--- src/rtl/maint_req_scheduler_if.sv ---
// Maintenance grant handshake between the scheduler and the instruction receiver.
// The scheduler is the master: it presents a typed grant and waits for a
// one-cycle acceptance pulse from the receiver.
interface maint_req_scheduler_if;
  logic       maint_en;
  logic [1:0] maint_type;
  logic       maint_ack;

  modport master (
    output maint_en,
    output maint_type,
    input  maint_ack
  );

  modport slave (
    input  maint_en,
    input  maint_type,
    output maint_ack
  );
endinterface

--- src/rtl/maint_req_scheduler.sv ---
// Maintenance request scheduler: arbitrates auto-refresh, ZQ calibration and
// periodic read into one grant slot, tracks postponed refreshes as a debt
// counter and throttles application traffic while that debt is urgent.
//
// state       | meaning
// ------------+------------------------------------------------------------
// S_IDLE      | slot free, pick the highest-priority eligible requester
// S_GRANT     | grant presented, waiting for maint_ack
// S_WAIT_BUSY | grant accepted, waiting for the dispatcher to start
// S_WAIT_IDLE | dispatcher executing the maintenance sequence
// S_DONE      | one-cycle completion: ack pulse or refresh debt decrement
module maint_req_scheduler #(
  parameter int unsigned MAX_DEBT     = 8,
  parameter int unsigned URGENT_TH    = 6,
  parameter int unsigned DEBT_W       = 4,
  parameter int unsigned WAIT_TIMEOUT = 64
) (
  input  logic                  clk_i,
  input  logic                  rst_i,
  input  logic                  autoref_tick_i,
  input  logic                  zq_req_i,
  input  logic                  pr_rd_req_i,
  input  logic                  app_pending_i,
  input  logic                  dispatcher_busy_i,
  maint_req_scheduler_if.master grant_if,
  output logic                  zq_ack_o,
  output logic                  pr_rd_ack_o,
  output logic                  app_hold_o,
  output logic [DEBT_W-1:0]     aref_debt_o,
  output logic                  aref_overflow_o,
  output logic                  sched_timeout_o
);

  localparam int unsigned TMR_W = $clog2(WAIT_TIMEOUT + 1);

  localparam logic [DEBT_W-1:0] MAX_DEBT_V  = DEBT_W'(MAX_DEBT);
  localparam logic [DEBT_W-1:0] URGENT_TH_V = DEBT_W'(URGENT_TH);
  localparam logic [DEBT_W-1:0] DEBT_ONE    = DEBT_W'(1);
  localparam logic [TMR_W-1:0]  TMO_V       = TMR_W'(WAIT_TIMEOUT);
  localparam logic [TMR_W-1:0]  TMR_ONE     = TMR_W'(1);

  typedef enum logic [2:0] {
    S_IDLE,
    S_GRANT,
    S_WAIT_BUSY,
    S_WAIT_IDLE,
    S_DONE
  } state_t;

  typedef enum logic [1:0] {
    T_AREF = 2'd0,
    T_ZQ   = 2'd1,
    T_PRRD = 2'd2
  } mtype_t;

  state_t            state_q;
  mtype_t            type_q;
  logic              en_q;
  logic [TMR_W-1:0]  tmr_q;
  logic [TMR_W-1:0]  tmr_d;
  logic              zq_ack_q;
  logic              pr_rd_ack_q;
  logic              timeout_q;

  logic [DEBT_W-1:0] debt_q;
  logic [DEBT_W-1:0] debt_d;
  logic              ovf_q;
  logic              ovf_d;
  logic              hold_q;

  logic              refresh_done;
  logic              urgent;
  logic              win_vld;
  mtype_t            win_type;

  // The refresh slot retires one unit of debt in the cycle it completes.
  assign refresh_done = (state_q == S_DONE) && (type_q == T_AREF);
  assign urgent       = (debt_q >= URGENT_TH_V);
  assign tmr_d        = tmr_q + TMR_ONE;

  // Next refresh debt: +tick -done, saturating at MAX_DEBT with a sticky overflow.
  always_comb begin
    debt_d = debt_q;
    ovf_d  = ovf_q;
    if (autoref_tick_i && !refresh_done) begin
      if (debt_q == MAX_DEBT_V) begin
        ovf_d = 1'b1;
      end else begin
        debt_d = debt_q + DEBT_ONE;
      end
    end else if (!autoref_tick_i && refresh_done && (debt_q != '0)) begin
      debt_d = debt_q - DEBT_ONE;
    end
  end

  // Fixed-priority pick: urgent refresh, ZQ, periodic read, then lazy refresh.
  always_comb begin
    win_vld  = 1'b0;
    win_type = T_AREF;
    if (!dispatcher_busy_i) begin
      if (urgent) begin
        win_vld  = 1'b1;
        win_type = T_AREF;
      end else if (zq_req_i) begin
        win_vld  = 1'b1;
        win_type = T_ZQ;
      end else if (pr_rd_req_i) begin
        win_vld  = 1'b1;
        win_type = T_PRRD;
      end else if ((debt_q != '0) && !app_pending_i) begin
        win_vld  = 1'b1;
        win_type = T_AREF;
      end
    end
  end

  // Debt counter, overflow flag and app throttle (hold lags the debt by one cycle).
  always_ff @(posedge clk_i) begin
    if (rst_i) begin
      debt_q <= '0;
      ovf_q  <= 1'b0;
      hold_q <= 1'b0;
    end else begin
      debt_q <= debt_d;
      ovf_q  <= ovf_d;
      hold_q <= urgent;
    end
  end

  // Grant lifecycle FSM with registered grant, completion and timeout outputs.
  always_ff @(posedge clk_i) begin
    if (rst_i) begin
      state_q     <= S_IDLE;
      type_q      <= T_AREF;
      en_q        <= 1'b0;
      tmr_q       <= '0;
      zq_ack_q    <= 1'b0;
      pr_rd_ack_q <= 1'b0;
      timeout_q   <= 1'b0;
    end else begin
      zq_ack_q    <= 1'b0;
      pr_rd_ack_q <= 1'b0;
      case (state_q)
        S_IDLE: begin
          if (win_vld) begin
            type_q  <= win_type;
            en_q    <= 1'b1;
            state_q <= S_GRANT;
          end
        end
        S_GRANT: begin
          // Requesters dropping their level here do not withdraw the grant.
          if (grant_if.maint_ack) begin
            en_q    <= 1'b0;
            tmr_q   <= '0;
            state_q <= S_WAIT_BUSY;
          end
        end
        S_WAIT_BUSY: begin
          if (dispatcher_busy_i) begin
            state_q <= S_WAIT_IDLE;
          end else begin
            tmr_q <= tmr_d;
            if (tmr_d == TMO_V) begin
              // Dispatcher never started: flag it and retire the grant anyway.
              timeout_q   <= 1'b1;
              zq_ack_q    <= (type_q == T_ZQ);
              pr_rd_ack_q <= (type_q == T_PRRD);
              state_q     <= S_DONE;
            end
          end
        end
        S_WAIT_IDLE: begin
          if (!dispatcher_busy_i) begin
            zq_ack_q    <= (type_q == T_ZQ);
            pr_rd_ack_q <= (type_q == T_PRRD);
            state_q     <= S_DONE;
          end
        end
        S_DONE: begin
          state_q <= S_IDLE;
        end
        default: begin
          state_q <= S_IDLE;
        end
      endcase
    end
  end

  assign grant_if.maint_en   = en_q;
  assign grant_if.maint_type = type_q;
  assign zq_ack_o            = zq_ack_q;
  assign pr_rd_ack_o         = pr_rd_ack_q;
  assign app_hold_o          = hold_q;
  assign aref_debt_o         = debt_q;
  assign aref_overflow_o     = ovf_q;
  assign sched_timeout_o     = timeout_q;

endmodule
--- src/flat_wrapper.sv ---
// flat-port wrapper written by rule: the top's interface ports become plain ports
module maint_req_scheduler_flat 
#(
  parameter int unsigned MAX_DEBT     = 8,
  parameter int unsigned URGENT_TH    = 6,
  parameter int unsigned DEBT_W       = 4,
  parameter int unsigned WAIT_TIMEOUT = 64
)
  (clk_i, rst_i, autoref_tick_i, zq_req_i, pr_rd_req_i, app_pending_i, dispatcher_busy_i, zq_ack_o, pr_rd_ack_o, app_hold_o, aref_debt_o, aref_overflow_o, sched_timeout_o, grant_if_maint_en, grant_if_maint_type, grant_if_maint_ack);
  maint_req_scheduler_if grant_if_i ();
  input  logic clk_i;
  input  logic rst_i;
  input  logic autoref_tick_i;
  input  logic zq_req_i;
  input  logic pr_rd_req_i;
  input  logic app_pending_i;
  input  logic dispatcher_busy_i;
  output logic zq_ack_o;
  output logic pr_rd_ack_o;
  output logic app_hold_o;
  output logic [DEBT_W-1:0] aref_debt_o;
  output logic aref_overflow_o;
  output logic sched_timeout_o;
  output wire logic [$bits(grant_if_i.maint_en)-1:0] grant_if_maint_en;
  output wire logic [$bits(grant_if_i.maint_type)-1:0] grant_if_maint_type;
  input wire logic [$bits(grant_if_i.maint_ack)-1:0] grant_if_maint_ack;
  assign grant_if_maint_en = grant_if_i.maint_en;
  assign grant_if_maint_type = grant_if_i.maint_type;
  assign grant_if_i.maint_ack = grant_if_maint_ack;
  maint_req_scheduler #(.MAX_DEBT(MAX_DEBT), .URGENT_TH(URGENT_TH), .DEBT_W(DEBT_W), .WAIT_TIMEOUT(WAIT_TIMEOUT)) u_core (.clk_i(clk_i), .rst_i(rst_i), .autoref_tick_i(autoref_tick_i), .zq_req_i(zq_req_i), .pr_rd_req_i(pr_rd_req_i), .app_pending_i(app_pending_i), .dispatcher_busy_i(dispatcher_busy_i), .grant_if(grant_if_i), .zq_ack_o(zq_ack_o), .pr_rd_ack_o(pr_rd_ack_o), .app_hold_o(app_hold_o), .aref_debt_o(aref_debt_o), .aref_overflow_o(aref_overflow_o), .sched_timeout_o(sched_timeout_o));
endmodule
--- config.mk ---
export PLATFORM = sky130hd
export DESIGN_NAME = maint_req_scheduler_flat
export DESIGN_NICKNAME = d
export VERILOG_FILES = /design/src/rtl/maint_req_scheduler_if.sv /design/src/rtl/maint_req_scheduler.sv /design/src/flat_wrapper.sv
export SDC_FILE = /design/constraint.sdc
export NUM_CORES = 1
export LEC_CHECK = 0
export BUFFER_PORTS_ARGS = -buffer_cell sky130_fd_sc_hd__buf_2
export CORE_MARGIN = 1.5
export CORE_UTILIZATION = 55
export DETAILED_ROUTE_END_ITERATION = 8
export GPL_TIMING_DRIVEN = 0
export PLACE_DENSITY = 0.84
export SLEW_MARGIN = 20
export SYNTH_ARGS = -nofsm -noshare
export SYNTH_HDL_FRONTEND = slang
export SYNTH_SLANG_ARGS = --single-unit
--- constraint.sdc ---
create_clock -name clk_i -period 4.9 [get_ports clk_i]
set_clock_uncertainty 0.1 [all_clocks]
set_input_delay 0.98 -clock clk_i [delete_from_list [all_inputs] [get_ports clk_i]]
set_output_delay 0.98 -clock clk_i [all_outputs]
set_load 0.05 [all_outputs]
Word-level counts from Yosys, hierarchy flattened
Index checks and enable logic that the tools add are counted.

Multiplexer cells: 32. Equality and inequality tests: 14. Add/sub/neg operators: 3. Reductions and logical operators: 21. Bitwise operators: 1. $lt $le $gt $ge: 1.

Operator list (number): $mux 3 (5); $mux 7 (2); $pmux 7 s2 (1); $mux 1 (13); $mux 4 (3); $pmux 3 s4 (1); $reduce_and 3->1 (3); $mux 2 (4); $ne 2x2->1 const B (4); $add 7x1->7 const B (1); $eq 7x7->1 const B (1); $eq 3x2->1 const B (2); $pmux 1 s2 (3); $reduce_and 2->1 (3); $reduce_bool 2->1 (3); $logic_and 1x1->1 (5); $add 4x1->4 const B (1); $eq 4x4->1 const B (1); $ge 4x3->1 const B (1); $reduce_and 4->1 (1); $reduce_bool 4->1 (1); $sub 4x1->4 const B (1); $eq 3x1->1 const B (1); $eq 3x3->1 const B (1); other kinds (8) (10).

Register bits: 22. Bits of input ports: 8. Logic and storage cells: 82. Output and inout bits: 12.

Longest topological paths before layout
Depth after elaboration: 9. Depth in mapped cells: 10.

Least setup slack after synthesis
Ideal clock, no wire load.

Path kind: input-to-reg. Start: input port autoref_tick_i. End: register u_core.debt_q[3], in the netlist u_core.aref_debt_o[3]. Required time: 4730 ps. Setup time: 70 ps. Stages: 7. Data arrival time: 2281 ps. Path slack: 2449 ps. Cells stage by stage: nand2_1 ha_1 a21oi_1 nand2_1 or4_1 a21o_1 a21oi_1.

Word-level cells in the longest chain between the ends: 5.

RTL lines: start, declared (RTL line flat_wrapper.sv:13) `input logic autoref_tick_i;`; $logic_not 1->1 (RTL line maint_req_scheduler.sv:91) `end else if (!autoref_tick_i && refresh_done && (debt_q != '0)) begin`; $logic_and 1x1->1 (2 in series) (RTL line maint_req_scheduler.sv:91); $reduce_bool 2->1 (no source line); $reduce_and 2->1 (no source line); end signal, assigned (RTL line maint_req_scheduler.sv:124) `debt_q <= debt_d;`; end, declared (RTL line maint_req_scheduler.sv:65) `logic [DEBT_W-1:0] debt_q;`.

Parallel ways exist; a longest one is shown, timed or not. A chain may end at the register's enable or synchronous reset.

Worst setup path in the final report
Start: register u_core.state_q[0]. End: register u_core.debt_q[3], in the netlist u_core.aref_debt_o[3].

Word-level cells in the longest chain between the ends: 6.

RTL lines: start, declared (RTL line maint_req_scheduler.sv:56) `state_t state_q;`; start signal, assigned (RTL line maint_req_scheduler.sv:133) `state_q <= S_IDLE;`; start signal, assigned (RTL line maint_req_scheduler.sv:148) `state_q <= S_GRANT;`; start signal, assigned (RTL line maint_req_scheduler.sv:156) `state_q <= S_WAIT_BUSY;`; $eq 3x3->1 * (RTL line maint_req_scheduler.sv:77) `assign refresh_done = (state_q == S_DONE) && (type_q == T_AREF);`; $logic_and 1x1->1 * (RTL line maint_req_scheduler.sv:77); $logic_not 1->1 / $logic_and 1x1->1 (equally long branches) (RTL line maint_req_scheduler.sv:85, maint_req_scheduler.sv:91); $logic_and 1x1->1, on equally long branches (RTL line maint_req_scheduler.sv:85, maint_req_scheduler.sv:91); $ne 2x2->1 (no source line) / $reduce_bool 2->1 (equally long branches); $reduce_and 2->1 (no source line).

Every way passes the cells marked *; elsewhere a longest branch is shown, timed or not.

==> impl_metrics.ini <==
[clocking]
cts.path.max_buffers = 2
cts_hold_buf = 0
clock_latency_ns = 0.32
htreeDepth = 1
cts-root-buf = clkbuf_4
cts.sinks = 22
path_clk_slew_ns = 0.13
cts_buffers = 3
ctsResizeCount = 0
cts_tree = yes
cts_setup_buffers = 0

[logic_synthesis]
synth_area_um2 = 1140
synth.distinct_cells = 40
synth_edf_count = 0
ys_warn_count = 0
synthArstFlopShare_pct = 0
ys_ff_latch = 22
synth_seq_area_share_pct = 38.6
syn_nets = 149
syn_avg_cell_area_um2 = 8.40
synth_flop_cell = dfxtp_1
netlist_instances = 136

[floorplan]
rows = 16
start_util_pct = 58.2
coreArea_um2 = 1960
dieArea_um2 = 2360
ioPinCount = 20
die_h_um = 48.6
fp.dieW_um = 48.6

[route]
drcViolationCount = 0
detailedRoute.firstIterationViolations = 20
wirelength_um = 2530
vias = 1074
wl_per_cell_um = 13.7
via_per_inst = 5.81
antenna_left = 0
dr.pass1.iters = 4

[setup_path]
cp_data_arrival_time_ns = 2.71
crit_required_ns = 5.06
worstSetupStartpoint = u_core.state_q[0]$_SDFFE_PP0P_
crit_fanout = 10
worst-r2r-cell-count = 10
crit_type = flop to flop
reg2reg_to = u_core.aref_debt_o[3]$_SDFFE_PP0P_
start_kind = flop
reg2reg_from = u_core.state_q[0]$_SDFFE_PP0P_
regToRegSetupSlack_ns = 2.36
endpoint_kind = flop

[final_layout]
final_common_cell = dfxtp_1
final_nets = 172
n_antenna_cell = 0
drive_gt1_share_pct = 17.7
area_growth_pct = 15.4
finalNonFillerCells = 185
mostFrequentLayoutCells = dfxtp_1 (22), buf_2 (18), a21oi_1 (17)
final_cell_area_um2 = 1320

[timing]
period_needed_ns = 2.54
max_clock_freq_mhz = 393
tightest_slew_ns = 0.630
period_share_pct = 51.9
rsz0062_at_grt = false
fin_ws_ns = 2.36
hold_viol = 0
slew_headroom_pct = 57.7
setup_violations = 0
fin_setup_tns_ns = 0
drv_slew = 0

[pwr]
irDropWorstVdd_mv = 0.196
powerDensity_nw_per_um2 = 346
fin_total_pwr_mw = 0.457
p_leak_nw = 0.556

[worst_hold_path]
hold_path.class = flop to flop
worstHoldPathCells = 2
hp-start = u_core.grant_if.maint_en$_SDFFE_PP0P_
hold_end = u_core.grant_if.maint_en$_SDFFE_PP0P_

[job]
cap_violations = 0

[global_route]
grt_pass1_vias = 960
grt_usage_pct = 23.7
antenna_found_initial = 0
grt-ovfl-total = 0
grt_max_degree = 14
grt_pass1_wl_um = 4370

[placement]
place_area_um2 = 1270
post-place-cells = 181
dpl_worst_slack_ns = 2.12
port_buffers = 18
dp_hpwl_um = 1810
gp_congestion = 0.822

[run_status]
status = complete, no violations
sequential cells by signal, summed over array words and instances, names as in the netlist:
signal,cells
u_core.grant_if.maint_type,2
u_core.app_hold_o,1
u_core.state_q,3
u_core.aref_overflow_o,1
u_core.sched_timeout_o,1
u_core.tmr_q,7
u_core.pr_rd_ack_o,1
u_core.aref_debt_o,4
u_core.grant_if.maint_en,1
u_core.zq_ack_o,1
cell families (layout without fill, tap and decap cells):
kind of cell	after synthesis	after routing	share of synthesized area, %
DFF	22	22	38.6
buffers and inverters	6	28	2.63
xor gates and xnor gates	3	3	2.30
adders and majority gates	5	5	6.13
and+or+nand+nor	62	62	29.8
muxes	2	2	1.75
AOI/OAI and AO/OA	36	36	18.8
how the worst max path moves through the flow:
stage	to	slack (ns)	cells after the start
detailed placement	u_core.aref_debt_o[3]$_SDFFE_PP0P_	2.12	8
finish	u_core.aref_debt_o[3]$_SDFFE_PP0P_	2.36	10
global route	u_core.aref_debt_o[3]$_SDFFE_PP0P_	2.16	10
global placement	u_core.aref_debt_o[3]$_SDFFE_PP0P_	2.22	8
CTS	u_core.aref_debt_o[3]$_SDFFE_PP0P_	2.35	10
floorplan	u_core.aref_debt_o[3]$_SDFFE_PP0P_	2.45	7
critical path, cell delays in order, from the launching register on:
cell and delay [ns]:
dfxtp_1 0.33, buf_6 0.13, nor4_4 0.30, nand2_2 0.15, nand2_1 0.17, ha_1 0.29
a21oi_1 0.18, nand2_1 0.11, or4_1 0.41, a21o_1 0.19, a21oi_1 0.13
cell type report:
class                           count  area, µm²
Buffer                              4       22.5
Sequential cell                    22        440
Timing Repair Buffer               18       90.1
Clock buffer                        3       22.5
Tap cell                           27       33.8
Inverter                            2       7.51
Clock inverter                      1       30.0
Fill cell                         172        643
Multi-Input combinational cell    108        672
cell usage after synthesis (all sizes together) (2+ instances only):
| cell | n | area [µm²] |
|---|---|---|
| and2 | 4 | 26.3 |
| nand3 | 6 | 30.0 |
| xor2 | 3 | 26.3 |
| inv | 2 | 7.51 |
| ha | 4 | 50.1 |
| clkbuf | 3 | 11.3 |
| o21ai | 7 | 35.0 |
| o211ai | 2 | 15.0 |
| nor3b | 2 | 15.0 |
| nand2 | 14 | 55.1 |
| a21oi | 17 | 85.1 |
| nand4b | 2 | 17.5 |
| nor2 | 16 | 60.1 |
| mux2i | 2 | 20.0 |
| nor3 | 2 | 10.0 |
| dfxtp | 22 | 440 |
| nor4 | 4 | 40.0 |
| or3 | 5 | 31.3 |
per-stage QoR:
stage               hold WS [ns]  util (%)
global route               0.410      67.2
finish                     0.383      67.2
global placement           0.345      64.5
CTS                        0.386      67.2
detailed placement         0.364      64.5
floorplan                  0.379         -
routing by layer:
| layer | up-vias | GRT usage, % | wire length, µm |
|---|---|---|---|
| met4 | 0 | 8.57 | 30 |
| met2 | 22 | 41.2 | 1240 |
| met5 | - | 0 | 0 |
| met3 | 4 | 3.70 | 97 |
| met1 | 507 | 29.9 | 1170 |
| li1 | 541 | - | - |
power by group:
group / total, mW / switching [mW] / leakage, nW / internal, mW
Clock: 0.143 / 0.0604 / 0.0279 / 0.0828
Sequential: 0.205 / 0.0156 / 0.179 / 0.190
Combinational: 0.108 / 0.0716 / 0.349 / 0.0365
Total: 0.457 / 0.148 / 0.556 / 0.309
No activity file was read; power rests on OpenSTA's default activity.
